--- src/rtl/dmem_arbiter_if.sv ---
// Bundle of requester, response and memory-side signals for the two-port data-memory arbiter.
// The arbiter takes the slave view; the requesters/memory environment take the master view.
interface dmem_arbiter_if;
  logic [1:0]       req_valid;
  logic [1:0]       req_ready;
  logic [1:0]       req_we;
  logic [1:0][31:0] req_addr;
  logic [1:0][31:0] req_wdata;
  logic [1:0][1:0]  req_size;
  logic [1:0]       req_signed;

  logic [1:0]       rsp_valid;
  logic [31:0]      rsp_rdata;
  logic             rsp_err;

  logic [31:0]      mem_addr;
  logic [31:0]      mem_wdata;
  logic             mem_read;
  logic             mem_write;
  logic [1:0]       mem_size;
  logic             mem_signed;
  logic [31:0]      mem_rdata;
  logic             mem_misaligned;

  modport master (
    output req_valid, req_we, req_addr, req_wdata, req_size, req_signed,
    input  req_ready,
    input  rsp_valid, rsp_rdata, rsp_err,
    input  mem_addr, mem_wdata, mem_read, mem_write, mem_size, mem_signed,
    output mem_rdata, mem_misaligned
  );

  modport slave (
    input  req_valid, req_we, req_addr, req_wdata, req_size, req_signed,
    output req_ready,
    output rsp_valid, rsp_rdata, rsp_err,
    output mem_addr, mem_wdata, mem_read, mem_write, mem_size, mem_signed,
    input  mem_rdata, mem_misaligned
  );
endinterface

--- src/rtl/dmem_arbiter.sv ---
// Two-requester arbiter in front of a single-port data memory: one access per cycle,
// registered response one cycle later, round-robin or fixed priority with starvation override.
module dmem_arbiter #(
  parameter int unsigned ARB_MODE = 0,
  parameter int unsigned MAX_WAIT = 8
) (
  input logic           i_clk,
  input logic           i_reset,
  dmem_arbiter_if.slave bus
);

  localparam logic [7:0] MaxWait = 8'(MAX_WAIT);

  logic        r_last_grant;
  logic [7:0]  r_wait_cnt;
  logic [1:0]  r_rsp_valid;
  logic [31:0] r_rsp_rdata;
  logic        r_rsp_err;

  logic [1:0]  w_grant;
  logic        w_any;
  logic        w_win;
  logic        w_starved;
  logic [7:0]  w_wait_cnt_nxt;

  assign w_starved = (ARB_MODE == 1) && (r_wait_cnt == MaxWait);

  // Grant is forced to zero during reset so no access can reach the memory.
  always_comb begin
    w_grant = 2'b00;
    if (!i_reset) begin
      if (ARB_MODE == 0) begin
        case (bus.req_valid)
          2'b01:   w_grant = 2'b01;
          2'b10:   w_grant = 2'b10;
          2'b11:   w_grant = r_last_grant ? 2'b01 : 2'b10;
          default: w_grant = 2'b00;
        endcase
      end else begin
        if (bus.req_valid[1] && w_starved) begin
          w_grant = 2'b10;
        end else if (bus.req_valid[0]) begin
          w_grant = 2'b01;
        end else if (bus.req_valid[1]) begin
          w_grant = 2'b10;
        end
      end
    end
  end

  assign w_any = |w_grant;
  assign w_win = w_grant[1];

  always_comb begin
    bus.mem_addr   = 32'h0;
    bus.mem_wdata  = 32'h0;
    bus.mem_size   = 2'b00;
    bus.mem_signed = 1'b0;
    bus.mem_read   = 1'b0;
    bus.mem_write  = 1'b0;
    if (w_any) begin
      bus.mem_addr   = bus.req_addr[w_win];
      bus.mem_wdata  = bus.req_wdata[w_win];
      bus.mem_size   = bus.req_size[w_win];
      bus.mem_signed = bus.req_signed[w_win];
      bus.mem_read   = ~bus.req_we[w_win];
      bus.mem_write  = bus.req_we[w_win];
    end
  end

  // Requester 1 refusal counter; only meaningful under fixed priority.
  always_comb begin
    w_wait_cnt_nxt = 8'd0;
    if (ARB_MODE == 1 && bus.req_valid[1] && !w_grant[1]) begin
      w_wait_cnt_nxt = (r_wait_cnt == MaxWait) ? r_wait_cnt : r_wait_cnt + 8'd1;
    end
  end

  always_ff @(posedge i_clk or posedge i_reset) begin
    if (i_reset) begin
      r_last_grant <= 1'b1;
      r_wait_cnt   <= 8'd0;
      r_rsp_valid  <= 2'b00;
      r_rsp_rdata  <= 32'h0;
      r_rsp_err    <= 1'b0;
    end else begin
      r_rsp_valid <= w_grant;
      r_wait_cnt  <= w_wait_cnt_nxt;
      if (w_any) begin
        r_last_grant <= w_win;
        r_rsp_rdata  <= bus.req_we[w_win] ? 32'h0 : bus.mem_rdata;
        r_rsp_err    <= bus.mem_misaligned;
      end
    end
  end

  assign bus.req_ready = w_grant;
  assign bus.rsp_valid = r_rsp_valid;
  assign bus.rsp_rdata = r_rsp_rdata;
  assign bus.rsp_err   = r_rsp_err;

  a_grant_onehot : assert property (@(posedge i_clk) disable iff (i_reset) $onehot0(w_grant));
  a_rd_wr_excl   : assert property (@(posedge i_clk) disable iff (i_reset)
                                    !(bus.mem_read && bus.mem_write));
  a_wait_bound   : assert property (@(posedge i_clk) disable iff (i_reset)
                                    r_wait_cnt <= MaxWait);

endmodule

--- src/flat_wrapper.sv ---
// flat-port wrapper written by rule: the top's interface ports become plain ports
module dmem_arbiter_flat 
#(
  parameter int unsigned ARB_MODE = 0,
  parameter int unsigned MAX_WAIT = 8
)
  (i_clk, i_reset, bus_req_valid, bus_req_we, bus_req_addr, bus_req_wdata, bus_req_size, bus_req_signed, bus_req_ready, bus_rsp_valid, bus_rsp_rdata, bus_rsp_err, bus_mem_addr, bus_mem_wdata, bus_mem_read, bus_mem_write, bus_mem_size, bus_mem_signed, bus_mem_rdata, bus_mem_misaligned);
  dmem_arbiter_if bus_i ();
  input logic i_clk;
  input logic i_reset;
  input wire logic [$bits(bus_i.req_valid)-1:0] bus_req_valid;
  input wire logic [$bits(bus_i.req_we)-1:0] bus_req_we;
  input wire logic [$bits(bus_i.req_addr)-1:0] bus_req_addr;
  input wire logic [$bits(bus_i.req_wdata)-1:0] bus_req_wdata;
  input wire logic [$bits(bus_i.req_size)-1:0] bus_req_size;
  input wire logic [$bits(bus_i.req_signed)-1:0] bus_req_signed;
  output wire logic [$bits(bus_i.req_ready)-1:0] bus_req_ready;
  output wire logic [$bits(bus_i.rsp_valid)-1:0] bus_rsp_valid;
  output wire logic [$bits(bus_i.rsp_rdata)-1:0] bus_rsp_rdata;
  output wire logic [$bits(bus_i.rsp_err)-1:0] bus_rsp_err;
  output wire logic [$bits(bus_i.mem_addr)-1:0] bus_mem_addr;
  output wire logic [$bits(bus_i.mem_wdata)-1:0] bus_mem_wdata;
  output wire logic [$bits(bus_i.mem_read)-1:0] bus_mem_read;
  output wire logic [$bits(bus_i.mem_write)-1:0] bus_mem_write;
  output wire logic [$bits(bus_i.mem_size)-1:0] bus_mem_size;
  output wire logic [$bits(bus_i.mem_signed)-1:0] bus_mem_signed;
  input wire logic [$bits(bus_i.mem_rdata)-1:0] bus_mem_rdata;
  input wire logic [$bits(bus_i.mem_misaligned)-1:0] bus_mem_misaligned;
  assign bus_i.req_valid = bus_req_valid;
  assign bus_i.req_we = bus_req_we;
  assign bus_i.req_addr = bus_req_addr;
  assign bus_i.req_wdata = bus_req_wdata;
  assign bus_i.req_size = bus_req_size;
  assign bus_i.req_signed = bus_req_signed;
  assign bus_req_ready = bus_i.req_ready;
  assign bus_rsp_valid = bus_i.rsp_valid;
  assign bus_rsp_rdata = bus_i.rsp_rdata;
  assign bus_rsp_err = bus_i.rsp_err;
  assign bus_mem_addr = bus_i.mem_addr;
  assign bus_mem_wdata = bus_i.mem_wdata;
  assign bus_mem_read = bus_i.mem_read;
  assign bus_mem_write = bus_i.mem_write;
  assign bus_mem_size = bus_i.mem_size;
  assign bus_mem_signed = bus_i.mem_signed;
  assign bus_i.mem_rdata = bus_mem_rdata;
  assign bus_i.mem_misaligned = bus_mem_misaligned;
  dmem_arbiter #(.ARB_MODE(ARB_MODE), .MAX_WAIT(MAX_WAIT)) u_core (.i_clk(i_clk), .i_reset(i_reset), .bus(bus_i));
endmodule
--- config.mk ---
export PLATFORM = sky130hd
export DESIGN_NAME = dmem_arbiter_flat
export DESIGN_NICKNAME = d
export VERILOG_FILES = /design/src/rtl/dmem_arbiter_if.sv /design/src/rtl/dmem_arbiter.sv /design/src/flat_wrapper.sv
export SDC_FILE = /design/constraint.sdc
export NUM_CORES = 1
export LEC_CHECK = 0
export BUFFER_PORTS_ARGS = -buffer_cell sky130_fd_sc_hd__buf_2
export CORE_AREA = 2 2 107 109
export DETAILED_ROUTE_END_ITERATION = 7
export DIE_AREA = 0 0 109 111
export SLEW_MARGIN = 30
export SYNTH_ARGS = -nofsm -noshare
export SYNTH_HDL_FRONTEND = slang
export SYNTH_SLANG_ARGS = --single-unit
export TNS_END_PERCENT = 50
--- constraint.sdc ---
create_clock -name i_clk -period 3.5 [get_ports i_clk]
set_clock_uncertainty 0.2 [all_clocks]
set_input_delay 0.525 -clock i_clk [delete_from_list [all_inputs] [get_ports i_clk]]
set_output_delay 0.525 -clock i_clk [all_outputs]
set_load 0.02 [all_outputs]
==> impl_metrics.toml, run 1 <==
[hold_path]
hp-class = "input port to flip-flop"

[yosys]
syn-cell-area_mm2 = 0.00263
muxShareOfSynthArea = 0.00428
yosys.area_share.xor_xnor = 0
syn-mean-instance-area_um2 = 7.83
syn_warnings = 0
syn-num-nets = 509
ys_seq_area_frac = 0.343
postSynthRegisterBits = 36
synth_top_family_by_area = "compound AO/OA/AOI/OAI gates"
yosys.cell_types.count = 23
synthCells = 336
compound_gate_portion_of_the_synthesized_area = 0.408
synth_fa_ha_area_frac = 0
post_synth_and_or_nand_nor_area_fraction = 0.154

[critical_path]
worstPathMaxFanout = 69
timing.critical_path.from_type = "flip-flop"
reg2reg_to = "u_core.bus.rsp_rdata[7]"
crit_slowest_cell = "sky130_fd_sc_hd__dfstp_2"
r2r-start = "u_core.r_last_grant"
slowest_delay_ps = 570
critical_path.startpoint = "u_core.r_last_grant"
timing_worst_setup_path_type = "flip-flop to primary output"
critical_path_depth = 5
reg2regPathDepth = 5
setup.worst_path.end = "bus_mem_addr[10]"
worst_reg2reg_setup_slack_ps = 1760
path_buf_inv = 2
cp_data_required_time_ps = 2770
crit_chain = "and2_4 > buf_4 > o21ai_0 > a21oi_1 > buf_2"
critPathTopFamily = "buffers and inverters"
cp.arrival_ps = 2140
kind_of_capture_point_of_the_worst_setup_path = "primary output"

[clock_tree]
clk_path_buf_depth = 2
clock_sinks = 36
cts.repair.resized = 0
insertion_delay_ps = 280
htree_levels = 2
tritoncts = "built"
cts_root_buffer = "sky130_fd_sc_hd__clkbuf_16"
clkTransAtPathRegs_ps = 60
cts_made_buffers = 5
post-cts-setup-buffer-count = 0
cts_hold_repair.buffers = 0

[die]
core_mm2 = 0.0111
start_util = 0.238
design.die.area_mm2 = 0.0121
row_count = 39
io_pins = 279
fp.dieW_um = 109
die_h_um = 111

[global_routing]
grt_first_pass_wirelength_mm = 16.3
global_route.usage.met3 = 0.0353
grtUsageTotal = 0.163
gr-usage-met2 = 0.296
grt_max_degree = 102
initial_antenna_violation_count = 0
grt.overflow.total = 0
global_route.peak_usage_layer = "met2"
groute.layer.met1.usage = 0.187
via_count_of_the_first_global_routing_pass = 3373

[placement]
postPlaceCellArea_mm2 = 0.00410
dpl.hpwl_mm = 7.86
dp.cells = 718
buffer_ports.inserted = 278
gpl.final_weighted_congestion = 0.794

[sta]
slew_violations = 0
number_of_endpoints_failing_setup_at_the_final_stage = 0
maxClockFrequency_mhz = 349
tightest_slew_ps = 708
finalWorstPathRequiredPeriod_ps = 2870
relSlewSlack = 0.528
timing.final.hold_violations = 0
worst_hold_slack_ps = 274
grt_setup_unrepaired = "no"
finalCritPeriodShare = 0.819
setup_total_negative_slack_ps = 0

[job]
max_cap_viol_count = 0

[route]
dr.pass1.iters = 5
detailroute.via_count = 3675
avgRoutedWirePerCell_um = 14.8
ant_nets = 0
drc = 0
avgViaCountPerCell = 5.06
detailedRoute.firstIterationViolations = 310
route.final.wire_length_mm = 10.7

[final_layout]
drive_above_1_share = 0.566
antenna_cells_inserted = 0
final-instance-count-excl-fill = 726
num-nets-final = 755
design_area_mm2 = 0.00424
synthToLayoutAreaGrowth_pct = 61.0
postLayoutCoreUtil = 0.382

[pwr]
power.leakage_nw = 2.32
power-per-cell-area_mw_per_mm2 = 362
ir_drop_mv = 0.332

[run_status]
outcome = "finished clean"
-- report_power, final --
group,leakage (nW),internal (W),switching (W)
Sequential,0.469,0.000467,0.0000290
Combinational,1.79,0.000243,0.000373
Clock,0.0679,0.000263,0.000160
Total,2.32,0.000972,0.000562
-- worst min-delay path by stage --
stage                             startpoint                        to  slack, ps  cells past startpoint
CTS                       bus_mem_misaligned        u_core.bus.rsp_err        270                      2
finish                    bus_mem_misaligned        u_core.bus.rsp_err        270                      2
detailed placement   u_core.bus.rsp_rdata[9]   u_core.bus.rsp_rdata[9]        280                      1
global route              bus_mem_misaligned        u_core.bus.rsp_err        280                      2
global placement    u_core.bus.rsp_rdata[24]  u_core.bus.rsp_rdata[24]        270                      1
floorplan                u_core.r_last_grant       u_core.r_last_grant        280                      2
-- synthesized netlist by cell type, drive strengths merged --
cell type  instances  area (um^2)
clkbuf            25         93.8
buf               22          138
mux2               1         11.3
inv                1         3.75
dfrtp             35          876
or2b               2         15.0
nand3             68          340
dfstp              1         26.3
a21oi             68          340
and2               2         15.0
o21ai             70          350
nand2b             1         6.26
clkinv             1         3.75
nand2              2         7.51
nor2b              2         12.5
nor2               2         7.51
a32o              32          357
o32ai              1         27.5
-- through the flow --
step           total power [W]  worst slack (ps)
4_1_cts                0.00155               630
3_5_place_dp           0.00112               777
6_report               0.00153               633
2_1_floorplan         0.000876               508
5_1_grt                0.00162               459
3_3_place_gp           0.00110               602
-- routing by layer --
| metal | share of wire | routed length [um] | vias to the layer above |
|---|---|---|---|
| met3 | 0.097 | 1040 | 10 |
| met2 | 0.50 | 5330 | 196 |
| met1 | 0.39 | 4190 | 1707 |
| met4 | 0.015 | 159 | 0 |
| li1 | - | - | 1762 |
| met5 | 0 | 0 | - |
-- state kept, by name, indices dropped and copies added (netlist names) --
signal and flops:
u_core.r_last_grant 1, u_core.bus.rsp_rdata 32, u_core.bus.rsp_err 1, u_core.bus.rsp_valid 2
-- cell type report --
class | count | area [um^2]
Fill cell | 1132 | 6840
Multi-Input combinational cell | 251 | 1510
Timing Repair Buffer | 286 | 1500
Sequential cell | 36 | 902
Tap cell | 143 | 179
Clock buffer | 7 | 133
Inverter | 2 | 7.51
Clock inverter | 1 | 5.00
-- cells in the final DEF, fill, tap and decap left out --
| master | n |
|---|---|
| sky130_fd_sc_hd__a21oi_1 | 68 |
| sky130_fd_sc_hd__a32o_1 | 3 |
| sky130_fd_sc_hd__a32o_2 | 29 |
| sky130_fd_sc_hd__and2_1 | 1 |
| sky130_fd_sc_hd__and2_4 | 1 |
| sky130_fd_sc_hd__buf_12 | 3 |
| sky130_fd_sc_hd__buf_2 | 278 |
| sky130_fd_sc_hd__buf_4 | 3 |
| sky130_fd_sc_hd__buf_6 | 2 |
| sky130_fd_sc_hd__clkbuf_1 | 2 |
| sky130_fd_sc_hd__clkbuf_16 | 5 |
| sky130_fd_sc_hd__clkinv_2 | 1 |
| sky130_fd_sc_hd__dfrtp_1 | 35 |
| sky130_fd_sc_hd__dfstp_2 | 1 |
| sky130_fd_sc_hd__inv_1 | 1 |
| sky130_fd_sc_hd__inv_2 | 1 |
| sky130_fd_sc_hd__mux2_2 | 1 |
| sky130_fd_sc_hd__nand2_1 | 1 |
| sky130_fd_sc_hd__nand2_2 | 1 |
| sky130_fd_sc_hd__nand2b_2 | 1 |
| sky130_fd_sc_hd__nand3_1 | 68 |
| sky130_fd_sc_hd__nor2_1 | 2 |
| sky130_fd_sc_hd__nor2b_1 | 1 |
| sky130_fd_sc_hd__nor2b_4 | 1 |
| sky130_fd_sc_hd__o21ai_0 | 63 |
| sky130_fd_sc_hd__o21ai_1 | 6 |
| sky130_fd_sc_hd__o21ai_4 | 1 |
| sky130_fd_sc_hd__o32ai_4 | 1 |
| sky130_fd_sc_hd__or2b_1 | 2 |
-- kinds of logic (layout without fill, tap and decap cells) --
kind of cell           after synthesis  count (layout)
AO/OA/AOI/OAI                      171             171
buffers and inverters               49             296
flip-flops                          36              36
multiplexers                         1               1
AND/OR/NAND/NOR                     79              79
No activity file was read; power rests on OpenSTA's default activity.
==> run 2, diff against run 1 <==
clock period = 2.85 ns   (was 3.5 ns; I/O delays follow)
==> run 2 against run 1 <==
  * Die area did not move
  * Worst hold slack got worse by 190 ps
  * Non-clock buffer count fell by 1
  * Sequential share of layout area fell by 0.11 points
  * Worst setup slack got worse by 490 ps
  * First-iteration DRC count rose by 2.9%
  * Wire length rose by 4.2%
  * Critical path type unchanged
  * Critical endpoint is now bus_mem_addr[23]
  * Largest cell class unchanged
  * Highest routed layer unchanged
==> impl_metrics.toml, run 2 (synthesized netlist as in run 1, its figures left out) <==
[pwr]
ir_drop_mv = 0.329
power-per-cell-area_mw_per_mm2 = 451
power_w = 0.00192
power.leakage_nw = 2.33

[final_layout]
synthToLayoutAreaGrowth_pct = 61.9
design_area_mm2 = 0.00426
drive_above_1_share = 0.569
num-nets-final = 755
largest_register_ffs = 32
layout.filler_cells = 1178
most_common_cell_after_layout_fill_and_taps_aside = "sky130_fd_sc_hd__buf_2"
most-common-layout-cells = "sky130_fd_sc_hd__buf_2 (278), sky130_fd_sc_hd__nand3_1 (68), sky130_fd_sc_hd__a21oi_1 (68)"

[route]
avgViaCountPerCell = 5.12
drc = 0
route.final.wire_length_mm = 11.2
ant_nets = 0
dr.pass1.iters = 5
detailroute.via_count = 3720
detailedRoute.firstIterationViolations = 319
avgRoutedWirePerCell_um = 15.4

[critical_path]
timing_worst_setup_path_type = "flip-flop to primary output"
timing.critical_path.from_type = "flip-flop"
worst_reg2reg_setup_slack_ps = 600
kind_of_capture_point_of_the_worst_setup_path = "primary output"
worstPathMaxFanout = 35
cp.arrival_ps = 2080
cp_data_required_time_ps = 2220

[global_routing]
via_count_of_the_first_global_routing_pass = 3396
grt_max_degree = 102
grt.overflow.total = 0
initial_antenna_violation_count = 1
grt_first_pass_wirelength_mm = 16.5
grtUsageTotal = 0.166

[sta]
number_of_endpoints_failing_setup_at_the_final_stage = 0
maxClockFrequency_mhz = 369
grt_setup_unrepaired = "no"
timing.final.hold_violations = 0
slew_violations = 0
tightest_slew_ps = 709
relSlewSlack = 0.527
worst_hold_slack_ps = 86.3
finalWorstPathRequiredPeriod_ps = 2710
finalCritPeriodShare = 0.951
final_critical_path_setup_slack_ps = 139
setup_total_negative_slack_ps = 0

[placement]
placement_stage_worst_setup_slack_ps = 346
gpl.final_weighted_congestion = 0.806
buffer_ports.inserted = 278
postPlaceCellArea_mm2 = 0.00410
dpl.hpwl_mm = 7.73

[clock_tree]
cts_root_buffer = "sky130_fd_sc_hd__clkbuf_16"
tritoncts = "built"
cts.repair.resized = 0
insertion_delay_ps = 270
clkTransAtPathRegs_ps = 50
clk_path_buf_depth = 2
clock_sinks = 36
post-cts-setup-buffer-count = 0
cts_hold_repair.buffers = 0
cts_made_buffers = 5
htree_levels = 2

[die]
io_pins = 279
core_mm2 = 0.0111
die_h_um = 111
fp.dieW_um = 109
design.die.area_mm2 = 0.0121
start_util = 0.238
row_count = 39

[job]
max_cap_viol_count = 0

[hold_path]
hp-class = "input port to async pin"

[run_status]
outcome = "finished clean"
-- run 2: changes by cell type in the layout (fill, tap and decap cells not counted) --
cell	change
sky130_fd_sc_hd__and2_2	+1
sky130_fd_sc_hd__buf_12	+1
sky130_fd_sc_hd__buf_6	-2
sky130_fd_sc_hd__clkbuf_1	-2
sky130_fd_sc_hd__clkbuf_8	+2
sky130_fd_sc_hd__clkinv_2	-1
sky130_fd_sc_hd__diode_2	+1
-- run 2: area by class of cell --
type	instances	area (um^2)	area share
diodes	1	2.50	0.000588
clock buffers	7	153	0.0358
inverters	2	7.51	0.00176
multi-input cells	252	1520	0.357
flip-flops and latches	36	902	0.212
well taps	143	179	0.0420
repair buffers	285	1490	0.351
-- run 2: final timing paths --
kind | start | to | cells past startpoint
setup / recovery | u_core.r_last_grant | bus_mem_addr[23] | 4
setup reg to reg | u_core.r_last_grant | u_core.bus.rsp_rdata[9] | 4
min in group i_clk | bus_mem_misaligned | u_core.bus.rsp_err | 2
hold reg to reg | u_core.bus.rsp_rdata[24] | u_core.bus.rsp_rdata[24] | 1
max in group asynchronous | i_reset | u_core.r_last_grant | 3
hold / removal | i_reset | u_core.bus.rsp_rdata[1] | 3
-- run 2: per-layer routing --
metal / GRT usage / part of all wire / vias to the layer above
li1: - / - / 1759
met1: 0.200 / 0.40 / 1718
met2: 0.289 / 0.48 / 223
met3: 0.0270 / 0.099 / 20
met4: 0.0675 / 0.022 / 0
met5: 0 / 0 / -
-- run 2: power by group --
part           switching [W]  internal (W)  leakage, nW
Sequential         0.0000361      0.000574        0.469
Clock               0.000187      0.000366       0.0760
Combinational       0.000463      0.000296         1.78
Total               0.000687       0.00124         2.33
-- run 2: critical path, cell delays in order (launching register included) --
cell	delay (ps)
sky130_fd_sc_hd__dfstp_2	590
sky130_fd_sc_hd__and2_2	630
sky130_fd_sc_hd__o21ai_0	190
sky130_fd_sc_hd__a21oi_1	200
sky130_fd_sc_hd__buf_2	190
-- run 2: through the flow --
| stage | instances | util |
|---|---|---|
| after floorplan | 336 | - |
| after global placement | 717 | 0.370 |
| after detailed placement | 717 | 0.370 |
| after CTS | 724 | 0.384 |
| after global routing | 726 | 0.385 |
| final | 726 | 0.385 |
==> run 3, diff against run 2 <==
CORE_AREA = 3 3 108 110   (was 2 2 107 109)
DIE_AREA = 0 0 111 113   (was 0 0 109 111)
==> run 3 against run 2 <==
  * Combinational power hardly changed
  * Fmax is 0.61% higher
  * Flip-flop and latch count stayed put
  * Worst hold slack better by 100 ps
  * Clock-buffer cell count is 2 lower
  * Global-route usage hardly changed
  * Via count is 0.97% lower
  * Die area is 3.7% higher
  * Critical path depth stayed put
  * Cell area is 1.2% lower
  * Utilization is 0.55 points higher
  * Clock power is 21% lower
  * Largest power group unchanged
  * Highest routed layer unchanged
==> impl_metrics.toml, run 3 (synthesized netlist as in run 1, its figures left out) <==
[critical_path]
cp.arrival_ps = 2070
worst_reg2reg_setup_slack_ps = 600
reg2reg_to = "u_core.bus.rsp_rdata[22]"
timing.critical_path.from_type = "flip-flop"
worstPathMaxFanout = 35
kind_of_capture_point_of_the_worst_setup_path = "primary output"
r2r-start = "u_core.r_last_grant"
reg2regPathDepth = 4
cp_data_required_time_ps = 2220
timing_worst_setup_path_type = "flip-flop to primary output"

[die]
die_h_um = 113
start_util = 0.244
fp.dieW_um = 111
io_pins = 279
row_count = 38
core_mm2 = 0.0108
design.die.area_mm2 = 0.0125

[final_layout]
antenna_cells_inserted = 0
largest_register_ffs = 32
synthToLayoutAreaGrowth_pct = 60.0
most-common-layout-cells = "sky130_fd_sc_hd__buf_2 (278), sky130_fd_sc_hd__nand3_1 (68), sky130_fd_sc_hd__a21oi_1 (68)"
num-nets-final = 758
postLayoutCoreUtil = 0.390
most_common_cell_after_layout_fill_and_taps_aside = "sky130_fd_sc_hd__buf_2"
drive_above_1_share = 0.572
design_area_mm2 = 0.00421

[hold_path]
hold_end = "u_core.bus.rsp_err"
hp-class = "input port to flip-flop"
worst_hold_path.num_cells = 2
worstHoldStart = "bus_mem_misaligned"

[clock_tree]
insertion_delay_ps = 280
clkTransAtPathRegs_ps = 70
clk_path_buf_depth = 2
post-cts-setup-buffer-count = 0
cts_root_buffer = "sky130_fd_sc_hd__clkbuf_8"
cts.repair.resized = 0
cts_hold_repair.buffers = 0
tritoncts = "built"
clock_sinks = 36
cts_made_buffers = 5
htree_levels = 2

[route]
detailroute.via_count = 3684
dr.pass1.iters = 4
drc = 0
ant_nets = 0
avgViaCountPerCell = 5.07
detailedRoute.firstIterationViolations = 271
avgRoutedWirePerCell_um = 16.2
route.final.wire_length_mm = 11.8

[pwr]
ir_drop_mv = 0.456
cellInternalPower_w = 0.00113
p_seq_frac = 0.337
power.leakage_nw = 2.31
power-per-cell-area_mw_per_mm2 = 429
net-switching-power_w = 0.000680
power.share.combinational = 0.420
clockPowerShare = 0.243
sw_frac_of_total = 0.376

[run_status]
outcome = "finished clean"

[sta]
timing.final.hold_violations = 0
finalWorstPathRequiredPeriod_ps = 2690
worst_hold_slack_ps = 191
grt_setup_unrepaired = "no"
tightest_slew_ps = 725
relSlewSlack = 0.517
setup_total_negative_slack_ps = 0
slew_violations = 0
finalCritPeriodShare = 0.945
maxClockFrequency_mhz = 371
number_of_endpoints_failing_setup_at_the_final_stage = 0

[global_routing]
grt.overflow.total = 0
grtUsageTotal = 0.166
grt_first_pass_wirelength_mm = 17.8
via_count_of_the_first_global_routing_pass = 3556
initial_antenna_violation_count = 0
grt_max_degree = 71

[placement]
gpl.final_weighted_congestion = 0.846
buffer_ports.inserted = 278
postPlaceCellArea_mm2 = 0.00409
dpl.hpwl_mm = 8.69

[job]
max_cap_viol_count = 0
[run 3: power by group through the flow]
stage	Clock [W]	Combinational, W	Sequential, W
final	0.000438	0.000759	0.000609
after global routing	0.000468	0.000827	0.000616
after CTS	0.000449	0.000763	0.000607
after detailed placement	0	0.000762	0.000614
after global placement	0	0.000748	0.000613
after floorplan	0	0.000392	0.000684
[run 3: worst max-delay path by stage]
stage,from,to,cells past startpoint
2_1_floorplan,i_reset,bus_mem_read,3
3_5_place_dp,bus_req_valid[0],bus_mem_wdata[4],5
3_3_place_gp,bus_req_valid[0],bus_mem_wdata[4],5
5_1_grt,u_core.r_last_grant,bus_mem_addr[12],4
4_1_cts,u_core.r_last_grant,bus_mem_wdata[4],4
6_report,u_core.r_last_grant,bus_mem_wdata[20],4
[run 3: worst max-delay path: stages, from the launching register on]
cell,delay (ps)
sky130_fd_sc_hd__dfstp_2,600
sky130_fd_sc_hd__and2_2,620
sky130_fd_sc_hd__o21ai_0,200
sky130_fd_sc_hd__a21oi_1,180
sky130_fd_sc_hd__buf_2,190
[run 3: per-stage QoR]
step	setup slack [ps]	total power, W	cells
5_1_grt	5.49	0.00191	726
4_1_cts	86.3	0.00182	725
2_1_floorplan	52.5	0.00108	336
3_3_place_gp	419	0.00136	717
3_5_place_dp	369	0.00138	717
6_report	156	0.00181	726
[run 3: area by class of cell]
class                      instances  area, um^2
multi-input combinational        252        1520
clock buffer                       5        68.8
fill                            1146        6580
timing repair buffer             288        1490
clock inverter                     3        42.5
inverter                           2        7.51
tap                              140         175
sequential                        36         902
[run 3: per-layer routing]
metal  up-vias  global-route usage  wire (um)  part of all wire
li1       1768                   -          -                 -
met1      1718               0.197       4600              0.39
met2       191               0.307       6010              0.51
met3         7              0.0428       1080             0.092
met4         0              0.0296         81            0.0069
met5         -                   0          0                 0
